## src/rtl/sync_word_rx.sv

```systemverilog
// sync_word_rx
//
// Receive side of a 2-phase (toggle) request/acknowledge handshake. It brings
// a multi-bit word from an asynchronous source into the clk_i domain.
// Only the request toggle passes through a synchroniser. The word is sampled
// straight from data_async_i once the synchronised toggle has been seen. At
// that point the source is guaranteed to hold the word stable until ack_o
// toggles. The captured word is then offered downstream with valid/ready.
//
// Ports:
//   clk_i         system clock
//   rst_in        asynchronous active-low reset
//   req_async_i   request toggle from the source (one level change = one word)
//   data_async_i  source data, stable from its req toggle until ack_o toggles
//   ack_o         acknowledge toggle back to the source (registered)
//   en_i          capture enable; a detected request waits while low
//   data_o        captured word (registered)
//   valid_o       data_o is valid
//   ready_i       downstream accepts data_o
//   busy_o        request pending or word valid (registered with the state)
//   overrun_o     sticky flag: request toggle arrived while still busy
//   clr_i         synchronous clear of overrun_o (a new overrun wins)
module sync_word_rx #(
  parameter int unsigned      WIDTH       = 32,
  parameter int unsigned      SYNC_STAGES = 2,   // must be 2 or more
  parameter logic [WIDTH-1:0] INIT_VAL    = '0
) (
  input  logic             clk_i,
  input  logic             rst_in,
  input  logic             req_async_i,
  input  logic [WIDTH-1:0] data_async_i,
  output logic             ack_o,
  input  logic             en_i,
  output logic [WIDTH-1:0] data_o,
  output logic             valid_o,
  input  logic             ready_i,
  output logic             busy_o,
  output logic             overrun_o,
  input  logic             clr_i
);

  typedef enum logic [1:0] {
    IDLE  = 2'd0,
    PEND  = 2'd1,
    VALID = 2'd2
  } state_t;

  state_t                 state_q, state_d;
  logic [SYNC_STAGES-1:0] sync_q, sync_d;
  logic                   req_prev_q, req_prev_d;
  logic                   ack_q, ack_d;
  logic                   valid_q, valid_d;
  logic                   busy_q, busy_d;
  logic                   overrun_q, overrun_d;
  logic [WIDTH-1:0]       data_q, data_d;

  logic req_s;
  logic req_edge;
  logic overrun_set;

  assign req_s    = sync_q[SYNC_STAGES-1];
  // Any level change of the synchronised request is one new word.
  assign req_edge = req_s ^ req_prev_q;

  always_comb begin
    sync_d      = {sync_q[SYNC_STAGES-2:0], req_async_i};
    req_prev_d  = req_s;
    state_d     = state_q;
    ack_d       = ack_q;
    valid_d     = valid_q;
    data_d      = data_q;
    overrun_set = 1'b0;

    case (state_q)
      IDLE: begin
        if (req_edge) begin
          if (en_i) begin
            data_d  = data_async_i;
            valid_d = 1'b1;
            state_d = VALID;
          end else begin
            state_d = PEND;
          end
        end
      end
      PEND: begin
        // A second toggle here is a source protocol error. It is flagged
        // and dropped, and the first request still completes normally.
        overrun_set = req_edge;
        if (en_i) begin
          data_d  = data_async_i;
          valid_d = 1'b1;
          state_d = VALID;
        end
      end
      VALID: begin
        overrun_set = req_edge;
        if (valid_q && ready_i) begin
          valid_d = 1'b0;
          ack_d   = ~ack_q;
          state_d = IDLE;
        end
      end
      default: begin
        state_d = IDLE;
        valid_d = 1'b0;
      end
    endcase

    // If a new overrun and a clear land on the same edge, the set wins.
    if (overrun_set) begin
      overrun_d = 1'b1;
    end else if (clr_i) begin
      overrun_d = 1'b0;
    end else begin
      overrun_d = overrun_q;
    end

    busy_d = (state_d != IDLE);
  end

  always_ff @(posedge clk_i or negedge rst_in) begin
    if (!rst_in) begin
      state_q    <= IDLE;
      sync_q     <= '0;
      req_prev_q <= 1'b0;
      ack_q      <= 1'b0;
      valid_q    <= 1'b0;
      busy_q     <= 1'b0;
      overrun_q  <= 1'b0;
      data_q     <= INIT_VAL;
    end else begin
      state_q    <= state_d;
      sync_q     <= sync_d;
      req_prev_q <= req_prev_d;
      ack_q      <= ack_d;
      valid_q    <= valid_d;
      busy_q     <= busy_d;
      overrun_q  <= overrun_d;
      data_q     <= data_d;
    end
  end

  assign ack_o     = ack_q;
  assign valid_o   = valid_q;
  assign busy_o    = busy_q;
  assign overrun_o = overrun_q;
  assign data_o    = data_q;

endmodule

```

## config.mk

```make
export PLATFORM = sky130hd
export DESIGN_NAME = sync_word_rx
export DESIGN_NICKNAME = d
export VERILOG_FILES = /design/src/rtl/sync_word_rx.sv
export SDC_FILE = /design/constraint.sdc
export NUM_CORES = 1
export LEC_CHECK = 0
export CAP_MARGIN = 5
export CORE_UTILIZATION = 41
export CTS_BUF_LIST = sky130_fd_sc_hd__clkbuf_16
export DETAILED_ROUTE_END_ITERATION = 10
export PLACE_DENSITY = 0.75
export SYNTH_ARGS = -nofsm -noshare
export SYNTH_HDL_FRONTEND = slang
export SYNTH_SLANG_ARGS = --single-unit
```

## constraint.sdc

```tcl
create_clock -name clk_i -period 2.5 [get_ports clk_i]
set_clock_uncertainty 0.15 [all_clocks]
set_input_delay 0.25 -clock clk_i [delete_from_list [all_inputs] [get_ports clk_i]]
set_output_delay 0.25 -clock clk_i [all_outputs]
set_load 0.01 [all_outputs]
```

# After elaboration in Yosys (flattened, before gate mapping)
# Cells that the tools add are included.
# totals
latch_bits,0
reg_bits,41
mem_bits_rw,0
mem_bits_ro,0
memories,0
# classes
mux,15
n_div,0
shift,0
n_addsub,0
eq_ne,4
reduce_logical,9
order_cmp,0
mul,0
n_bitwise,2
# ops
operator,n
2-to-1 mux 32 bit,2
one-hot mux 32 bit (2 select lines),1
2-to-1 mux 2 bit,4
2-to-1 mux 1 bit,6
one-hot mux 2 bit (3 select lines),1
AND reduction 2 bit,3
nonzero test 2 bit,3
inequality test 2 bit (second input constant),2
one-hot mux 1 bit (3 select lines),1
== test 2 x 1 -> 1 bit (second input constant),1
== test 2 bit (second input constant),1
zero test 2 bit,1
OR reduction 2 bit,1
logical AND 1 bit,1
NOT 1 bit,1
XOR 1 bit,1

# Logic depth before layout (Yosys ltp)
# Gate-level depths: netlist (run 1).
# depth
depth_word,4
depth_mapped,6
depth_no_buf,5

# Least setup slack after synthesis (run 1)
# No wires, ideal clock.
# synth_timing
path_type,register to register
start,register state_q[0]
end,register data_q[10] (netlist: data_o[10])
setup_time_ns,0.125
stages_incl_launch_ff,7
required_ns,2.225
path_buffers,1
period_less_slack_ns,1.947
t_arrival_ns,1.672
path_slack_ns,0.553
path_cell_list,dfrtp_1 -> inv_1 -> ha_1 -> o21ai_0 -> a21oi_4 -> buf_6 -> mux2_2
# synth_between
elab_chain_cells,3
# synth_lines
item,line_no,text
start: declaration,48,"state_t state_q, state_d;"
start signal: assignment,133,state_q <= state_d;
== test 2 x 1 -> 1 bit or zero test 2 bit (tied branches),74,case (state_q)
nonzero test 2 bit (no line) or inequality test 2 bit (tied branches),n/a,
AND reduction 2 bit (no line),n/a,
end signal: assignment,140,data_q <= data_d;
end: declaration,55,"logic [WIDTH-1:0] data_q, data_d;"
# Several ways; a longest one is shown, not always the timed one.
# A chain may end at the register's enable or synchronous reset.

# Worst setup path after layout (run 1)
# layout_timing
start,register state_q[0]
end,register data_q[26] (netlist: data_o[26])
# Same word-level chain as after synthesis.

==> results of run 1 <==
-- how the worst max path moves through the flow --
stage / startpoint / end / slack [ns]
2_1_floorplan: state_q[0]$_DFF_PN0_ / data_o[10]$_DFFE_PN0P_ / 0.55
3_3_place_gp: state_q[0]$_DFF_PN0_ / data_o[24]$_DFFE_PN0P_ / 0.45
3_5_place_dp: state_q[0]$_DFF_PN0_ / data_o[26]$_DFFE_PN0P_ / 0.32
4_1_cts: state_q[0]$_DFF_PN0_ / data_o[26]$_DFFE_PN0P_ / 0.28
5_1_grt: state_q[0]$_DFF_PN0_ / data_o[26]$_DFFE_PN0P_ / 0.16
6_report: state_q[0]$_DFF_PN0_ / data_o[26]$_DFFE_PN0P_ / 0.28
-- final cells by class --
class                   count  area, µm²
inverters                   5       18.8
fillers                   278       1170
repair buffers             76        751
clock inverters             2       35.0
clock buffers               5        125
flip-flops and latches     41       1030
multi-input cells          62        609
well taps                  48       60.1
-- placed cells by master, fill, tap and decap left out, types with 2 or more instances in the layout --
cell,instances
a31oi_1,3
clkbuf_16,5
ha_1,5
inv_1,5
clkdlybuf4s50_1,72
mux2_4,2
nor2_1,2
dfrtp_1,41
mux2_2,30
nand2_1,3
o21ai_0,4
buf_4,2
-- routing by layer --
metal | global-route usage | vias up | routed length [µm]
met5 | 0 | - | 0
met4 | 0.0638 | 0 | 40
met3 | 0.0586 | 5 | 221
met2 | 0.327 | 47 | 1970
met1 | 0.221 | 586 | 1480
li1 | - | 550 | -
-- per-stage QoR --
step	setup WS, ns	cells
after global routing	0.164	239
after global placement	0.446	231
after floorplan	0.553	111
final	0.281	239
after detailed placement	0.321	231
after CTS	0.283	239
-- flip-flops by register name, indices dropped and copies added, names as in the netlist --
register,count
ack_o,1
state_q,2
sync_q,2
busy_o,1
overrun_o,1
data_o,32
req_prev_q,1
valid_o,1
-- power by group --
| group | internal (µW) | switching, µW |
|---|---|---|
| registers | 984 | 187 |
| logic | 942 | 575 |
| clock network | 463 | 233 |
-- logic make-up (layout without fill, tap and decap cells) --
family,Yosys count,count (layout)
simple gates,8,8
xor+xnor,3,3
flops,41,41
fa+ha+maj,5,5
compound gates,13,13
buf+inv,8,88
mux,33,33
-- repair_timing --
item,4_1_cts,5_1_grt
hold buffers,1,0
resized for setup,0,0
endpoints found under the hold margin,41,0
==> results.cfg, run 1 <==
[run_status]
status = finished clean

[power_and_ir_drop]
peakVddDrop_mv = 0.707
p_leak_uw = 0.00111
power_density_nw_per_um2 = 1290
finalPower_uw = 3380

[detailed_routing]
routed_via_density = 4.97
vias = 1188
first_pass_iters = 4
post-route-drc-count = 0
ant_nets = 0
first_iter_violations = 71
wire_per_inst_um = 15.5
wl_mm = 3.71

[logic_synthesis]
synth_common_cells = dfrtp_1, mux2_2, ha_1, inv_1, o21ai_0
yosys.area.top_type = dfrtp_1
synthMuxAreaShare = 0.224
ys_async_sr_fraction = 1.00
synth_ff_type = dfrtp_1
synth-seq-cells = 41
syn_avg_cell_area_um2 = 15.2
synthXorXnorAreaFrac = 0.0200
synth_compound_area_frac = 0.0563
yosys-top-cells-area = dfrtp_1, mux2_2, ha_1
synth-simple-area-share = 0.0237
synthCells = 111
syn_area_um2 = 1690
synth_edf_count = 0
syn_nets = 154
synth_fa_ha_area_frac = 0.0371
synth_top_family_by_area = multiplexers
ys_types = 23
ys_seq_area_frac = 0.608
synthMostInstantiatedCell = dfrtp_1
yosysWarnings = 0
yosysTopAreaCellShare = 0.608

[floorplanning]
placeableCoreArea_um2 = 3800
start_util = 0.444
rows = 22
die_w_um = 66.2
die_h_um = 66.2
ios = 74
die_area_um2 = 4380

[place]
detailed_place_hpwl_mm = 2.76
numPortBuffers = 73
placed_area_um2 = 2450
gp_congestion = 0.870

[timing]
timing.hold.ws_ns = 0.211
tns_ns = 0
slew_headroom = 0.398
rsz0062_at_grt = false
setup_violations = 0
tightestPinTransition_ns = 0.903
drv_slew = 0
hold_viol = 0
min_period_over_period = 0.887
fmax_mhz = 451
period_minus_slack_ns = 2.22

[clocking]
path_clk_slew_ns = 0.06
clockBufferDepth = 2
post_cts_buffers = 0
cts_tree = yes
cts_made_buffers = 5
cts_max_level = 2
insertion_delay_ns = 0.27
cts_num_sinks = 41
clockRootBuffer = clkbuf_16

[finish]
diodes = 0
utilization = 0.691
layout-drive-gt1-share = 0.230
fin_area_um2 = 2630
synthToLayoutAreaGrowth_pct = 55.5
final_nets = 234

[global_routing]
overflow = 0
antenna_found_initial = 0
grt_max_degree = 42
track_usage = 0.189
grt_pass1_vias = 1313
grt_pass1_wl_mm = 6.02

[min_path]
worstHoldPathCells = 0
hold_class = reg2reg
whs_endpoint = sync_q[1]$_DFF_PN0_
min_from = sync_q[0]$_DFF_PN0_

[setup_path]
rr_endpoint = data_o[26]$_DFFE_PN0P_
worstPathMaxFanout = 18
endpoint_kind = flop
criticalPathCategory = reg2reg
crit_chain = inv_1 -> ha_1 -> o21ai_0 -> a21oi_4 -> buf_4 -> mux2_2
reg2reg_slack_ns = 0.28
path_depth = 6
crit_arrival_ns = 2.22
crit_required_ns = 2.50
cp_slowest_cell = dfrtp_1
cp-start-kind = flop
worst_path_largest_cell_delay_ns = 0.46
rr_worst_depth = 6
r2r-start = state_q[0]$_DFF_PN0_
critPathBufInv = 2
cp_top_family = flip-flops

[run]
cap_violations = 0
Note: power is estimated with default switching activity, not from simulation.
==> inputs of run 2 (changes only) <==
--- a/config.mk
+++ b/config.mk
@@ -6,10 +6,11 @@
 export NUM_CORES = 1
 export LEC_CHECK = 0
 export CAP_MARGIN = 5
-export CORE_UTILIZATION = 41
+export CORE_UTILIZATION = 50
 export CTS_BUF_LIST = sky130_fd_sc_hd__clkbuf_16
 export DETAILED_ROUTE_END_ITERATION = 10
-export PLACE_DENSITY = 0.75
+export DONT_BUFFER_PORTS = 1
+export PLACE_DENSITY = 0.62
 export SYNTH_ARGS = -nofsm -noshare
 export SYNTH_HDL_FRONTEND = slang
 export SYNTH_SLANG_ARGS = --single-unit
==> run 2 against run 1 <==
Clock power fell by 13%; sequential share of layout area is 6.4 points higher; core utilization up 3.1 points; combinational power fell by 51%; largest cell class unchanged; sequential power rose by 16%; clock-buffer cell count unchanged; worst setup slack improved by 0.030 ns; worst hold slack worse by 0.17 ns; sequential cell count unchanged; via count shrank 13%; routed wire length decreased by 15%; largest power group is now registers; power fell by 20%; critical endpoint unchanged.
==> results.cfg, run 2 (synthesis results as in run 1) <==
[run_status]
status = finished clean

[detailed_routing]
routed_via_density = 5.18
first_iter_violations = 32
m1WireLength_mm = 1.16
wl_met3_um = 214
post-route-drc-count = 0
first_pass_iters = 4
wire_per_inst_um = 15.7
highest_layer = met4
wl_mm = 3.15
wl_met2_mm = 1.75
ant_nets = 0
vias = 1036

[floorplanning]
die_w_um = 60.1
placeableCoreArea_um2 = 3130
die_area_um2 = 3610
start_util = 0.540
rows = 20
die_h_um = 60.1
ios = 74

[power_and_ir_drop]
finalPower_uw = 2710
p_clk_frac = 0.224
intPower_uw = 1800
power_frac_comb = 0.273
p_switching_uw = 911
peakVddDrop_mv = 0.718
swShare = 0.337
power_density_nw_per_um2 = 1200
p_leak_uw = 0.000977
seq_power_share = 0.503

[clocking]
insertion_delay_ns = 0.28
cts_tree = yes
clockRootBuffer = clkbuf_16
cts.repair.resized = 0
cts_num_sinks = 41
post_cts_buffers = 0
path_clk_slew_ns = 0.06
clockBufferDepth = 2
cts_max_level = 2
cts_made_buffers = 5

[global_routing]
overflow = 0
grt_pass1_wl_mm = 4.71
track_usage = 0.183
grt_max_degree = 42
grt_pass1_vias = 1086
antenna_found_initial = 0

[finish]
final_nets = 198
final_cell_mix = dfrtp_1, dlygate4sd3_1, mux2_2
layout_commonest_cell = dfrtp_1
layout-drive-gt1-share = 0.288
largest_reg_flops = 32
synthToLayoutAreaGrowth_pct = 33.7
diodes = 0
utilization = 0.722

[setup_path]
endpoint_kind = flop
reg2reg_slack_ns = 0.31
rr_worst_depth = 6
crit_end = data_o[26]$_DFFE_PN0P_
worstPathMaxFanout = 18
rr_endpoint = data_o[26]$_DFFE_PN0P_
cp-start-kind = flop
criticalPathCategory = reg2reg
crit_path_start = state_q[0]$_DFF_PN0_
crit_arrival_ns = 2.20
r2r-start = state_q[0]$_DFF_PN0_
crit_required_ns = 2.51

[timing]
fmax_mhz = 457
tightestPinTransition_ns = 0.389
drv_slew = 0
period_minus_slack_ns = 2.19
rsz0062_at_grt = false
min_period_over_period = 0.876
timing.hold.ws_ns = 0.0461
tns_ns = 0
slew_headroom = 0.739
fin_ws_ns = 0.311
hold_viol = 0
setup_violations = 0

[place]
gp_congestion = 0.833
numPortBuffers = 0
detailed_place_hpwl_mm = 2.02
dp_slack_ns = 0.319

[min_path]
worstHoldPathCells = 2
hold_class = in2reg

[run]
cap_violations = 0
==> run 2: what timing repair did <==
action	in CTS	in global routing
hold buffers	38	0
endpoints found under the hold margin	77	0
setup endpoints to repair	0	0
==> run 2: power groups by stage <==
stage	Combinational [µW]	Sequential [µW]	Clock (µW)
floorplan	611	1300	0
global placement	642	1360	0
detailed placement	684	1370	0
CTS	745	1370	617
global route	813	1400	650
finish	738	1360	606
==> run 2: layout make-up <==
class / instances / area [µm²]
sequential: 41 / 1030
fill: 216 / 871
multi-input combinational: 62 / 609
clock inverter: 3 / 17.5
timing repair buffer: 40 / 405
clock buffer: 5 / 125
inverter: 5 / 18.8
tap: 44 / 55.1
==> run 2: worst max-delay path, stage by stage (launching register included) <==
cell,delay [ns]
dfrtp_1,0.46
inv_1,0.15
ha_1,0.32
o21ai_0,0.20
a21oi_4,0.15
buf_4,0.26
mux2_2,0.38
==> run 2: how the worst min path moves through the flow <==
stage	from	end	slack (ns)
2_1_floorplan	rst_in	ack_o$_DFFE_PN0P_	-0.20
3_3_place_gp	rst_in	busy_o$_DFF_PN0_	-0.19
3_5_place_dp	rst_in	busy_o$_DFF_PN0_	-0.19
4_1_cts	en_i	state_q[1]$_DFF_PN0_	0.05
5_1_grt	en_i	state_q[1]$_DFF_PN0_	0.07
6_report	en_i	state_q[1]$_DFF_PN0_	0.05
==> run 2: metal layers <==
layer / vias up / track usage
met3: 3 / 0.0563
met4: 0 / 0.0498
met2: 47 / 0.344
li1: 476 / -
met5: - / 0
met1: 510 / 0.193
==> run 2: stage by stage <==
step / cell area, µm² / instances
2_1_floorplan: 1690 / 111
3_3_place_gp: 1720 / 154
3_5_place_dp: 1720 / 154
4_1_cts: 2260 / 200
5_1_grt: 2260 / 200
6_report: 2260 / 200
==> inputs of run 3 (changes only) <==
--- a/config.mk
+++ b/config.mk
@@ -6,11 +6,14 @@
 export NUM_CORES = 1
 export LEC_CHECK = 0
 export CAP_MARGIN = 5
-export CORE_UTILIZATION = 50
+export CELL_PAD_IN_SITES_DETAIL_PLACEMENT = 0
+export CELL_PAD_IN_SITES_GLOBAL_PLACEMENT = 1
+export CORE_UTILIZATION = 48
 export CTS_BUF_LIST = sky130_fd_sc_hd__clkbuf_16
 export DETAILED_ROUTE_END_ITERATION = 10
 export DONT_BUFFER_PORTS = 1
-export PLACE_DENSITY = 0.62
+export PLACE_DENSITY = 0.74
+export SKIP_CTS_REPAIR_TIMING = 1
 export SYNTH_ARGS = -nofsm -noshare
 export SYNTH_HDL_FRONTEND = slang
 export SYNTH_SLANG_ARGS = --single-unit
==> run 3 against run 2 <==
The flow now finishes with violations (hold timing); sequential cell count did not move; first-iteration DRC count fell by 19%; largest cell class unchanged; cell count fell by 0.50%; sequential power barely moved; non-clock buffer count fell by 1; power fell by 1.8%; highest routed layer unchanged; worst setup slack improved by 0.042 ns; via count fell by 0.58%; routed wire length fell by 1.6%; worst hold slack got worse by 0.051 ns; critical path depth did not move.
==> results.cfg, run 3 (synthesis results as in run 1) <==
[power_and_ir_drop]
power_density_nw_per_um2 = 1180
power_frac_comb = 0.277
p_switching_uw = 871
peakVddDrop_mv = 0.710
intPower_uw = 1790
swShare = 0.328
p_clk_frac = 0.212
p_leak_uw = 0.000972
seq_power_share = 0.511

[setup_path]
crit_arrival_ns = 2.15
rr_worst_depth = 6
criticalPathCategory = reg2reg
worstPathMaxFanout = 18
endpoint_kind = flop
crit_required_ns = 2.50
cp-start-kind = flop
reg2reg_slack_ns = 0.35
rr_endpoint = data_o[20]$_DFFE_PN0P_
r2r-start = state_q[0]$_DFF_PN0_

[min_path]
min_from = ready_i
whs_endpoint = ack_o$_DFFE_PN0P_
hold_class = in2reg
worstHoldPathCells = 2

[timing]
fmax_mhz = 466
period_minus_slack_ns = 2.15
setup_violations = 0
drv_slew = 0
timing.hold.ws_ns = -0.00444
hold_viol = 1
slew_headroom = 0.749
fin_ws_ns = 0.353
tns_ns = 0
rsz0062_at_grt = false
min_period_over_period = 0.859
tightestPinTransition_ns = 0.375

[global_routing]
overflow = 0
track_usage = 0.142
grt_pass1_wl_mm = 3.73
grt_pass1_vias = 845
grt_max_degree = 42
antenna_found_initial = 0

[detailed_routing]
first_iter_violations = 26
ant_nets = 0
post-route-drc-count = 0
routed_via_density = 5.18
wire_per_inst_um = 15.6
first_pass_iters = 4
vias = 1030
wl_mm = 3.10

[run_status]
violations = hold timing
status = complete, but fails checks

[place]
gp_congestion = 0.873
placed_cells = 156
detailed_place_hpwl_mm = 1.95
numPortBuffers = 0
dp_slack_ns = 0.370

[finish]
final_cell_mix = dfrtp_1, dlygate4sd3_1, mux2_2
final.fill_count = 269
utilization = 0.667
diodes = 0
layout-drive-gt1-share = 0.281
largest_reg_flops = 32
finalNonFillerCells = 199
synthToLayoutAreaGrowth_pct = 33.0
layout_commonest_cell = dfrtp_1
final_nets = 197

[floorplanning]
ios = 74
rows = 21
start_util = 0.502
die_w_um = 61.3
placeableCoreArea_um2 = 3360
die_h_um = 61.3
die_area_um2 = 3760

[clocking]
path_clk_slew_ns = 0.05
insertion_delay_ns = 0.27
cts_num_sinks = 41
clockBufferDepth = 2
cts_tree = yes
clockRootBuffer = clkbuf_16
cts_made_buffers = 5
cts_max_level = 2

[run]
cap_violations = 0
run 3: cell types whose count changed in the layout (fill, tap and decap cells not counted):
cell / before / now
buf_12: 1 / 0
buf_16: 0 / 1
clkinv_2: 2 / 1
clkinvlp_4: 1 / 0
dlygate4sd3_1: 37 / 36
run 3: worst max path at each step:
stage | from | to | slack (ns) | depth (start not counted)
6_report | state_q[0]$_DFF_PN0_ | data_o[20]$_DFFE_PN0P_ | 0.35 | 6
5_1_grt | state_q[0]$_DFF_PN0_ | data_o[20]$_DFFE_PN0P_ | 0.21 | 6
4_1_cts | state_q[0]$_DFF_PN0_ | data_o[25]$_DFFE_PN0P_ | 0.35 | 6
3_5_place_dp | state_q[0]$_DFF_PN0_ | data_o[25]$_DFFE_PN0P_ | 0.37 | 6
3_3_place_gp | state_q[0]$_DFF_PN0_ | data_o[29]$_DFFE_PN0P_ | 0.43 | 6
2_1_floorplan | state_q[0]$_DFF_PN0_ | data_o[10]$_DFFE_PN0P_ | 0.55 | 6
run 3: cell type report:
cell class,count,area [µm²],area share
Multi-Input combinational cell,62,609,0.271
Sequential cell,41,1030,0.457
Clock buffer,5,125,0.0557
Inverter,5,18.8,0.00836
Tap cell,46,57.6,0.0256
Clock inverter,1,5.00,0.00223
Timing Repair Buffer,39,403,0.179
run 3: power by group through the flow:
stage	clock (µW)	combinational (µW)	sequential (µW)
floorplan	0	611	1300
global placement	0	644	1360
detailed placement	0	674	1370
CTS	585	676	1360
global route	604	805	1410
finish	563	736	1360
run 3: critical path, cell delays in order, from the launching register on:
cell     delay [ns]
dfrtp_1        0.45
inv_1          0.15
ha_1           0.31
o21ai_0        0.19
a21oi_4        0.14
buf_4          0.26
mux2_2         0.37
run 3: metal layers:
layer  track usage  share of wire
met5             0              0
met4        0.0584         0.0065
met3        0.0672          0.063
met2         0.234           0.52
met1         0.157           0.41
run 3: per-stage QoR:
step                area, µm²  total power, µW  hold WS [ns]
floorplan                1690             1910        -0.196
global placement         1730             2010        -0.195
detailed placement       1730             2040        -0.195
CTS                      1860             2620        -0.485
global route             2240             2820       0.00226
finish                   2240             2660      -0.00444
